$ cat config.mk
export PLATFORM = sky130hd
export DESIGN_NAME = add_icb_driver
export DESIGN_NICKNAME = d
export VERILOG_FILES = /design/src/rtl/add_icb_driver.sv
export SDC_FILE = /design/constraint.sdc
export NUM_CORES = 1
export LEC_CHECK = 0
export ABC_CLOCK_PERIOD_IN_PS = 3230
export CAP_MARGIN = 10
export CELL_PAD_IN_SITES_DETAIL_PLACEMENT = 0
export CELL_PAD_IN_SITES_GLOBAL_PLACEMENT = 1
export CORE_ASPECT_RATIO = 1.75
export CORE_MARGIN = 2
export CORE_UTILIZATION = 37
export CTS_CLUSTER_DIAMETER = 60
export DETAILED_ROUTE_END_ITERATION = 8
export PLACE_DENSITY_LB_ADDON = 0.1
export SLEW_MARGIN = 20
export SYNTH_ARGS = -nofsm -noshare
export SYNTH_HDL_FRONTEND = slang
export SYNTH_SLANG_ARGS = --single-unit
$ cat constraint.sdc
create_clock -name clk -period 3.23 [get_ports clk]
set_clock_uncertainty 0.1 [all_clocks]
set_input_delay 0.646 -clock clk [delete_from_list [all_inputs] [get_ports clk]]
set_output_delay 0.646 -clock clk [all_outputs]
set_load 0.1 [all_outputs]
$ cat src/rtl/add_icb_driver.sv
// ---------------------------------------------------------------------------
// add_icb_driver
//
// ICB master sequencer placed directly in front of the memory-mapped adder
// peripheral. It takes one operand pair from a valid/ready request port and
// runs a fixed transaction sequence on the ICB bus:
//   write AUGEND <- a, write ADDEND <- b, write CONTROL <- 1,
//   wait WAIT_CYC settle cycles, read SUM.
// The SUM read data, or an error indication, is returned on a valid/ready
// result port. The driver never adds anything itself.
//
// Ports
//   clk            in   1   single clock, rising edge
//   rst_n          in   1   asynchronous active-low reset
//   req_valid      in   1   operand pair valid
//   req_ready      out  1   driver idle, request can be accepted
//   req_a          in   32  augend
//   req_b          in   32  addend
//   res_valid      out  1   result valid (held until res_ready)
//   res_ready      in   1   client accepts result
//   res_sum        out  32  SUM read from the peripheral (0 on error)
//   res_err        out  1   an ICB response of this sequence carried err
//   icb_cmd_valid  out  1   ICB command valid
//   icb_cmd_ready  in   1   ICB command ready
//   icb_cmd_read   out  1   1 = read, 0 = write
//   icb_cmd_addr   out  32  command address
//   icb_cmd_wdata  out  32  write data
//   icb_cmd_wmask  out  4   byte mask
//   icb_rsp_valid  in   1   ICB response valid
//   icb_rsp_ready  out  1   ICB response ready (only while awaiting one)
//   icb_rsp_rdata  in   32  read data
//   icb_rsp_err    in   1   response error
// ---------------------------------------------------------------------------
module add_icb_driver #(
    parameter logic [31:0] BASE_ADDR = 32'h1004_2000,
    parameter logic [31:0] AUG_OFS   = 32'h0000_0000,
    parameter logic [31:0] ADD_OFS   = 32'h0000_0004,
    parameter logic [31:0] CTRL_OFS  = 32'h0000_0008,
    parameter logic [31:0] SUM_OFS   = 32'h0000_000C,
    parameter int unsigned WAIT_CYC  = 2
) (
    input  logic        clk,
    input  logic        rst_n,

    input  logic        req_valid,
    output logic        req_ready,
    input  logic [31:0] req_a,
    input  logic [31:0] req_b,

    output logic        res_valid,
    input  logic        res_ready,
    output logic [31:0] res_sum,
    output logic        res_err,

    output logic        icb_cmd_valid,
    input  logic        icb_cmd_ready,
    output logic        icb_cmd_read,
    output logic [31:0] icb_cmd_addr,
    output logic [31:0] icb_cmd_wdata,
    output logic [3:0]  icb_cmd_wmask,

    input  logic        icb_rsp_valid,
    output logic        icb_rsp_ready,
    input  logic [31:0] icb_rsp_rdata,
    input  logic        icb_rsp_err
);

    typedef enum logic [2:0] {
        S_IDLE = 3'd0,
        S_CMD  = 3'd1,
        S_RSP  = 3'd2,
        S_WAIT = 3'd3,
        S_DONE = 3'd4
    } state_t;

    // Transaction index within the fixed sequence.
    localparam logic [1:0] STEP_AUG  = 2'd0;
    localparam logic [1:0] STEP_ADD  = 2'd1;
    localparam logic [1:0] STEP_CTRL = 2'd2;
    localparam logic [1:0] STEP_SUM  = 2'd3;

    typedef struct packed {
        logic        read;
        logic [31:0] addr;
        logic [31:0] wdata;
        logic [3:0]  wmask;
    } icb_cmd_t;

    // WAIT lasts WAIT_CYC cycles: the counter is loaded with WAIT_CYC-1 and
    // the exit happens in the cycle where it reads zero.
    localparam logic [3:0] WAIT_LOAD = (WAIT_CYC == 0) ? 4'd0 : 4'(WAIT_CYC - 1);

    // Command fields for one step of the sequence. Addresses wrap modulo 2^32.
    function automatic icb_cmd_t build_cmd(input logic [1:0]  step,
                                           input logic [31:0] op_a,
                                           input logic [31:0] op_b);
        icb_cmd_t c;
        c.read  = 1'b0;
        c.wmask = 4'hF;
        c.addr  = BASE_ADDR + AUG_OFS;
        c.wdata = op_a;
        case (step)
            STEP_AUG: begin
                c.addr  = BASE_ADDR + AUG_OFS;
                c.wdata = op_a;
            end
            STEP_ADD: begin
                c.addr  = BASE_ADDR + ADD_OFS;
                c.wdata = op_b;
            end
            STEP_CTRL: begin
                c.addr  = BASE_ADDR + CTRL_OFS;
                c.wdata = 32'h0000_0001;
            end
            default: begin
                c.read  = 1'b1;
                c.addr  = BASE_ADDR + SUM_OFS;
                c.wdata = 32'h0000_0000;
                c.wmask = 4'h0;
            end
        endcase
        return c;
    endfunction

    state_t      state_q, state_d;
    logic [1:0]  step_q, step_d;
    logic [3:0]  wait_q, wait_d;
    logic [31:0] sum_q, sum_d;
    logic        err_q, err_d;
    icb_cmd_t    cmd_q;
    logic [31:0] a_q, b_q;

    logic        op_load;
    logic        cmd_load;
    logic [31:0] op_a, op_b;

    // Operands are captured on the request handshake; the AUGEND command is
    // built in that same cycle, so it takes the operands straight from the
    // request port rather than from the (not yet loaded) operand registers.
    assign op_a = op_load ? req_a : a_q;
    assign op_b = op_load ? req_b : b_q;

    always_comb begin
        state_d = state_q;
        step_d  = step_q;
        wait_d  = wait_q;
        sum_d   = sum_q;
        err_d   = err_q;
        op_load = 1'b0;

        case (state_q)
            S_IDLE: begin
                if (req_valid) begin
                    op_load = 1'b1;
                    step_d  = STEP_AUG;
                    err_d   = 1'b0;
                    state_d = S_CMD;
                end
            end

            S_CMD: begin
                if (icb_cmd_ready) begin
                    state_d = S_RSP;
                end
            end

            S_RSP: begin
                if (icb_rsp_valid) begin
                    if (icb_rsp_err) begin
                        // Any error abandons the rest of the sequence.
                        err_d   = 1'b1;
                        sum_d   = 32'h0000_0000;
                        state_d = S_DONE;
                    end else begin
                        case (step_q)
                            STEP_AUG, STEP_ADD: begin
                                step_d  = step_q + 2'd1;
                                state_d = S_CMD;
                            end
                            STEP_CTRL: begin
                                step_d = STEP_SUM;
                                if (WAIT_CYC == 0) begin
                                    state_d = S_CMD;
                                end else begin
                                    wait_d  = WAIT_LOAD;
                                    state_d = S_WAIT;
                                end
                            end
                            default: begin
                                sum_d   = icb_rsp_rdata;
                                state_d = S_DONE;
                            end
                        endcase
                    end
                end
            end

            S_WAIT: begin
                if (wait_q == 4'd0) begin
                    state_d = S_CMD;
                end else begin
                    wait_d = wait_q - 4'd1;
                end
            end

            S_DONE: begin
                if (res_ready) begin
                    state_d = S_IDLE;
                end
            end

            default: begin
                state_d = S_IDLE;
            end
        endcase
    end

    // Command fields are loaded once on entry to CMD and then held, so they
    // stay stable for the whole time icb_cmd_valid waits on icb_cmd_ready.
    assign cmd_load = (state_d == S_CMD) && (state_q != S_CMD);

    always_ff @(posedge clk or negedge rst_n) begin
        if (!rst_n) begin
            state_q <= S_IDLE;
            step_q  <= STEP_AUG;
            wait_q  <= 4'd0;
            sum_q   <= 32'h0000_0000;
            err_q   <= 1'b0;
            cmd_q   <= '0;
        end else begin
            state_q <= state_d;
            step_q  <= step_d;
            wait_q  <= wait_d;
            sum_q   <= sum_d;
            err_q   <= err_d;
            if (cmd_load) begin
                cmd_q <= build_cmd(step_d, op_a, op_b);
            end
        end
    end

    // Operand holding registers carry no control meaning and need no reset.
    always_ff @(posedge clk) begin
        if (op_load) begin
            a_q <= req_a;
            b_q <= req_b;
        end
    end

    assign req_ready     = (state_q == S_IDLE);
    assign res_valid     = (state_q == S_DONE);
    assign res_sum       = sum_q;
    assign res_err       = err_q;

    assign icb_cmd_valid = (state_q == S_CMD);
    assign icb_cmd_read  = cmd_q.read;
    assign icb_cmd_addr  = cmd_q.addr;
    assign icb_cmd_wdata = cmd_q.wdata;
    assign icb_cmd_wmask = cmd_q.wmask;

    // Responses are back-pressured in every state except RSP.
    assign icb_rsp_ready = (state_q == S_RSP);

endmodule

==> metrics, run 1 <==
switching share of total power 0.483; core region area 16,800 um^2; post-layout min period 2.69 ns; die span in y 176 um; Setup crit start kind primary input; Cell variety after synth 51; root buf cell clkbuf_16; Final setup viols 0; CTS tree built; post-cts gate resize count 0; cells along the critical path clkdlybuf4s50_1 -> or4b_2 -> a32oi_2 -> a31oi_4 -> buf_12 -> o2bb2ai_1 -> mux2_2; worst path required time between 3 and 4 ns; proportion of synthesized area in mux cells 0.0644; Final period util 0.833; placed inst area 8030 um^2; Overall Global Routing Usage 0.185; max_slew headroom 0.390; cts bufs inserted 17; maxcap violations 0; vias per cell ~4.7; Pre-antenna DRT Iters 5; CTS clock-pin slew for the worst setup and hold paths around 0.06 ns; largest family of logic cells by synthesized area simple AND/OR/NAND/NOR gates; Hold WS roughly 0.08 ns; leakage about 0.004 uW; layout cell share with drive strength beyond 1 0.193; Rows 63; crit-path max FO 15; cell family contributing the most delay on the critical path buffers and inverters; Synth area leaders dfrtp_1 31%, dfxtp_1 20%, nand2_1 14%; pin count of the biggest net entering global routing about 70; Finished Core Util 0.519; Switch Pwr around 5300 uW; cell area after synthesis 6280 um^2; area growth from synthesis to layout 38.7%; # IOs between 200 and 250; max frequency about 370 MHz; compound-cell area share of the yosys netlist 0.129; CTS sink count roughly 140; DRC 0; ys async rst share 0.552; Die Area 18,100 um^2; register bit total from synthesis 143; Initial Util 0.374; top-area cell type share of the netlist area 0.315; fill cell count ~1.6k; commonest non-fill, non-tap cell in the layout nand2_1; Synth Flop Type dfrtp_1; critical path capture point type flip-flop; sequential element share of the synthesized area 0.519; Post-synth EDFFs 0; Pwr per Cell Area 1270 nW/um^2; Worst R2R Path Depth 6; Routed Antenna Nets 0; Vias 5,078; sequential share of power 0.273; Crit path depth 7; RSZ-0062 raised after global routing false; worst vdd ir approximately 0.67 mV; # hold bufs at CTS 0; Worst Path Class, Setup in -> reg; most frequent cells in the layout 233 x nand2_1, 101 x clkdlybuf4s50_1, 92 x buf_4, 79 x dfrtp_1, 64 x dfxtp_1; CTS H-Tree Depth 4; Post-Synth Simple-Gate Area 0.208; Final GP Congestion just under 0.8; syn avg cell area 9.34 um^2; Clock power frac 0.203; max-slew violation count 0; Pint roughly 5700 uW; first-pass GRT wire length 26,100 um; Hold Vio Cnt, Final 0; post-synthesis cell count between 600 and 700; xor and xnor area share after synthesis 0.00279; DR iter-0 viols approximately 180; fin area a little under 9000 um^2; worst hold path type in -> async; crit-path max cell delay roughly 0.66 ns; CP arrival 2.88 ns; HPWL after DPL about 12,000 um; PortBufs around 180; final net count 947; postcts setup bufs 0; Cells after DPL between 1k and 1.5k; WL/cell approximately 15 um; Cell Count, Final, Fillers Out roughly 1.1k; vias in the first global route roughly 5.1k; WL final 16,300 um; Gate power share 0.524; cell taking the most area after synthesis dfrtp_1; synthesis warning total 0; outcome finished, final reports clean; Die Wd roughly 100 um; # diodes 0; Worst Max-Slew Pin Slew just over 0.9 ns; Synth Area in Adders 0.00399; Remaining Overflow, GRT 0; slowest cell on the critical path or4b_2; CTS max path bufs 2; initial antenna violation count 0; Worst Path Buf+Inv 2; Clk Latency, worst-skew pair between 0.4 and 0.5 ns
[routing by layer]
layer / vias up / share of wire / track usage
met3: 10 / 0.052 / 0.0404
met4: 0 / 0.013 / 0.0567
met1: 2405 / 0.41 / 0.211
met2: 158 / 0.53 / 0.336
met5: - / 0 / 0
li1: 2505 / - / -
[cells in the mapped netlist, types with 2 or more instances]
| cell | count |
|---|---|
| buf_1 | 3 |
| ha_1 | 2 |
| o21ai_0 | 34 |
| buf_2 | 11 |
| buf_6 | 3 |
| a21oi_1 | 4 |
| nor2_1 | 9 |
| dfrtp_1 | 79 |
| a21boi_0 | 25 |
| a221o_1 | 3 |
| a211o_1 | 2 |
| mux2_1 | 6 |
| nor3_1 | 6 |
| buf_4 | 33 |
| inv_1 | 6 |
| dfxtp_1 | 64 |
| and3_1 | 3 |
| o2bb2ai_1 | 25 |
| o311ai_0 | 2 |
| mux2_2 | 29 |
| a31oi_1 | 3 |
| nand2b_1 | 37 |
| nand2_1 | 233 |
| nor2b_1 | 2 |
| clkbuf_1 | 22 |
[worst reg2reg max path: stages (launching register included)]
cell,delay (ns)
dfrtp_1,0.53
or4b_2,0.74
a32oi_2,0.29
a31oi_4,0.15
buf_12,0.26
o2bb2ai_1,0.13
mux2_2,0.28
[per-stage QoR]
stage          TNS [ns]  power (uW)  setup WS [ns]
2_1_floorplan    -0.399        7490         -0.200
3_3_place_gp          0        8770          0.139
3_5_place_dp          0        8880          0.109
4_1_cts               0       11100          0.551
5_1_grt               0       11600          0.427
6_report              0       11000          0.541
[area by class of cell]
| type | instances | area [um^2] | share of cell area |
|---|---|---|---|
| clock buffers | 19 | 443 | 0.0509 |
| well taps | 227 | 284 | 0.0326 |
| repair buffers | 197 | 1780 | 0.205 |
| flip-flops and latches | 143 | 3260 | 0.374 |
| multi-input cells | 477 | 2690 | 0.309 |
| inverters | 6 | 22.5 | 0.00259 |
| clock inverters | 13 | 233 | 0.0267 |
[flip-flops by register name, indices dropped and copies added (netlist names)]
name,cells
step_q,2
icb_cmd_read,1
icb_cmd_wmask,1
a_q,32
icb_cmd_wdata,32
icb_cmd_addr,3
wait_q,4
res_sum,32
state_q,3
b_q,32
res_err,1
[power groups by stage]
stage	logic (uW)	registers, uW	clock network, uW
final	5780	3010	2240
after floorplan	2250	5240	0
after global routing	6170	3120	2360
after global placement	5740	3030	0
after detailed placement	5830	3050	0
after CTS	5840	3020	2280
[logic make-up (layout without fill, tap and decap cells)]
group                      after synthesis  count (layout)
DFF                                    143             143
AOI/OAI and AO/OA                      109             109
other                                    1              27
muxes                                   36              36
adders and majority gates                2               2
and+or+nand+nor                        301             301
buffers and inverters                   78             235
xor gates and xnor gates                 2               2
[path summary, 6_finish.rpt]
path	from	end	slack, ns
max	req_valid	icb_cmd_wdata[23]$_DFFE_PN0P_	0.54
min	rst_n	res_sum[31]$_DFFE_PN0P_	0.08
max reg2reg	state_q[1]$_DFF_PN0_	icb_cmd_wdata[23]$_DFFE_PN0P_	0.64
min reg2reg	a_q[9]$_DFF_P_	a_q[9]$_DFF_P_	0.34
max in group asynchronous	rst_n	icb_cmd_wdata[25]$_DFFE_PN0P_	2.20
min in group clk	a_q[9]$_DFF_P_	a_q[9]$_DFF_P_	0.34
Power figures use the tool's default switching activity.
==> run 2: changes to the inputs <==
ABC_CLOCK_PERIOD_IN_PS = 2200   (was 3230)
CORE_UTILIZATION = 31   (was 37)
clock period = 2.2 ns   (was 3.23 ns; I/O delays follow)
==> run 2 against run 1 <==
Against the previous run:
- final cell count is 5.6% higher
- worst hold slack improved by 0.26 ns
- final area is 6.2% higher
- critical path type is now reg -> reg
==> metrics, run 2 (same netlist as run 1, synthesis figures left out) <==
Setup crit start kind flip-flop; Design Power 16,900 uW (+53%); WL/cell 16.0 um (+6.6%); crit-path max FO 11 (-4); Vias 5,288 (+4.1%); Pre-antenna DRT Iters 4 (-1); worst path required time 2.40 ns (-1.02 ns); Final GP Congestion 0.783 (-1.4%); cells along the critical path or4b_4 -> a32oi_4 -> a31oi_4 -> buf_8 -> o2bb2ai_1 -> mux2_4; DRC 0 (unchanged); # diodes 0 (unchanged); Remaining Overflow, GRT 0 (unchanged); Clk Latency, worst-skew pair 0.42 ns (about the same); placed inst area 8400 um^2 (+4.6%); crit-path max cell delay 0.56 ns (-0.10 ns); final net count 990 (+4.5%); layout cell share with drive strength beyond 1 0.251 (+0.0576); Worst R2R Path Depth 6 (unchanged); pin count of the biggest net entering global routing 80 (+16%); RSZ-0062 raised after global routing true; leakage 0.00437 uW (+6.6%); Die Area 21,400 um^2 (+19%); slowest cell on the critical path or4b_4; CP arrival 2.38 ns (-0.50 ns); max frequency 460 MHz; Finished Core Util 0.467 (-0.0521); max-slew violation count 0 (unchanged); Worst Max-Slew Pin Slew 0.558 ns (-0.352 ns); worst vdd ir 1.20 mV (+80%); hold-critical path depth 2; CTS max path bufs 2 (unchanged); commonest non-fill, non-tap cell in the layout nand2_1; maxcap violations 0 (unchanged); WL final 18,300 um (+13%); r2r setup slk 0.02 ns (-0.62 ns); Worst Path Class, Setup reg -> reg; Hold Vio Cnt, Final 0 (unchanged); CTS H-Tree Depth 4 (unchanged); worst r2r dst icb_cmd_wdata[21]$_DFFE_PN0P_; Final period util 0.989; PortBufs 181 (unchanged); Crit path depth 6 (-1); Overall Global Routing Usage 0.167 (-0.0178); Rows 68 (+7.9%); most frequent cells in the layout 233 x nand2_1, 120 x buf_4, 100 x clkdlybuf4s50_1, 79 x dfrtp_1, 64 x dfxtp_1; max_slew headroom 0.628 (+0.238); Die Wd 112 um (+8.9%); CTS sink count 143 (unchanged); cts bufs inserted 17 (unchanged); first-pass GRT wire length 28,000 um (+7.4%); Routed Antenna Nets 0 (unchanged); critical path capture point type flip-flop; root buf cell clkbuf_16; Min-Delay Endpoint a_q[16]$_DFF_P_; Reg2Reg Launch Point state_q[2]$_DFF_PN0_; worst hold path type reg -> reg; Initial Util 0.317 (-0.0572); CTS clock-pin slew for the worst setup and hold paths 0.06 ns (about the same); cell family contributing the most delay on the critical path simple AND/OR/NAND/NOR gates; Final setup viols 0 (unchanged); Pwr per Cell Area 1830 nW/um^2 (+44%); core region area 19,800 um^2 (+18%); hold_sp a_q[16]$_DFF_P_; area growth from synthesis to layout 47.4%; DR iter-0 viols 187 (+5.6%); post-layout min period around 2.2 ns; CTS tree built; vias in the first global route 5,471 (+6.3%); die span in y 192 um (+9.0%); HPWL after DPL 12,900 um (+9.0%); Worst Path Buf+Inv 1 (-1); outcome finished, final reports clean; vias per cell 4.63 (-1.4%); fin area 9250 um^2 (+6.2%); # IOs 209 (unchanged); initial antenna violation count 0 (unchanged)
[run 2: cell types whose count changed in the layout (fill, tap and decap cells not counted), moves of 6 or more]
| cell | change |
|---|---|
| mux2_2 | -6 |
| mux2_4 | +12 |
| o21ai_0 | -32 |
| mux2_1 | -6 |
| buf_4 | +28 |
| o21ai_1 | +32 |
[run 2: worst reg2reg max path: cells and delay by family (launching register included)]
| kind | cells | cell delay (ns) |
|---|---|---|
| simple gates | 1 | 0.56 |
| compound gates | 3 | 0.50 |
| flops | 1 | 0.39 |
| mux | 1 | 0.28 |
| buf+inv | 1 | 0.22 |
[run 2: cell type report]
| class | count | area, um^2 |
|---|---|---|
| clock inverter | 12 | 108 |
| tap | 245 | 307 |
| multi-input combinational | 477 | 2860 |
| inverter | 6 | 22.5 |
| timing repair buffer | 240 | 2240 |
| clock buffer | 20 | 458 |
| fill | 1955 | 10600 |
| sequential | 143 | 3260 |
[run 2: timing repair]
action,in CTS,in global routing
pin swaps,1,5
hold endpoints to repair,79,0
cloned,1,2
setup endpoints to repair,30,36
setup buffers,1,7
resized for setup,7,27
hold buffers,1,0
[run 2: how the worst max path moves through the flow]
stage	start	to	slack, ns
after floorplan	state_q[0]$_DFF_PN0_	icb_cmd_wdata[4]$_DFFE_PN0P_	-0.66
after global placement	req_valid	icb_cmd_wdata[8]$_DFFE_PN0P_	-0.60
after detailed placement	req_valid	icb_cmd_wdata[6]$_DFFE_PN0P_	-0.62
after CTS	state_q[2]$_DFF_PN0_	icb_cmd_wdata[26]$_DFFE_PN0P_	0.008
after global routing	state_q[2]$_DFF_PN0_	icb_cmd_wdata[21]$_DFFE_PN0P_	-0.06
final	state_q[2]$_DFF_PN0_	icb_cmd_wdata[21]$_DFFE_PN0P_	0.02
[run 2: metrics by stage]
| step | cells | worst slack [ns] | hold slack [ns] | setup TNS [ns] |
|---|---|---|---|---|
| after floorplan | 698 | -0.656 | 0.0444 | -29.20 |
| after global placement | 1099 | -0.597 | 0.326 | -33.86 |
| after detailed placement | 1099 | -0.621 | 0.330 | -34.78 |
| after CTS | 1134 | 0.00782 | 0.341 | 0 |
| after global routing | 1143 | -0.0613 | 0.355 | -0.773 |
| final | 1143 | 0.0248 | 0.339 | 0 |
[run 2: power breakdown]
part           total, uW  leakage (uW)  internal (uW)  switching, uW
logic               9730       0.00256           3250           6470
registers           4410       0.00155           3770            641
clock network       2790      0.000269           1630           1160
[run 2: layer usage]
metal | routed length (um) | global-route usage | vias to the layer above
met5 | 0 | 0 | -
met2 | 9790 | 0.307 | 197
met1 | 7160 | 0.182 | 2474
met4 | 395 | 0.0651 | 0
li1 | - | - | 2595
met3 | 998 | 0.0442 | 22
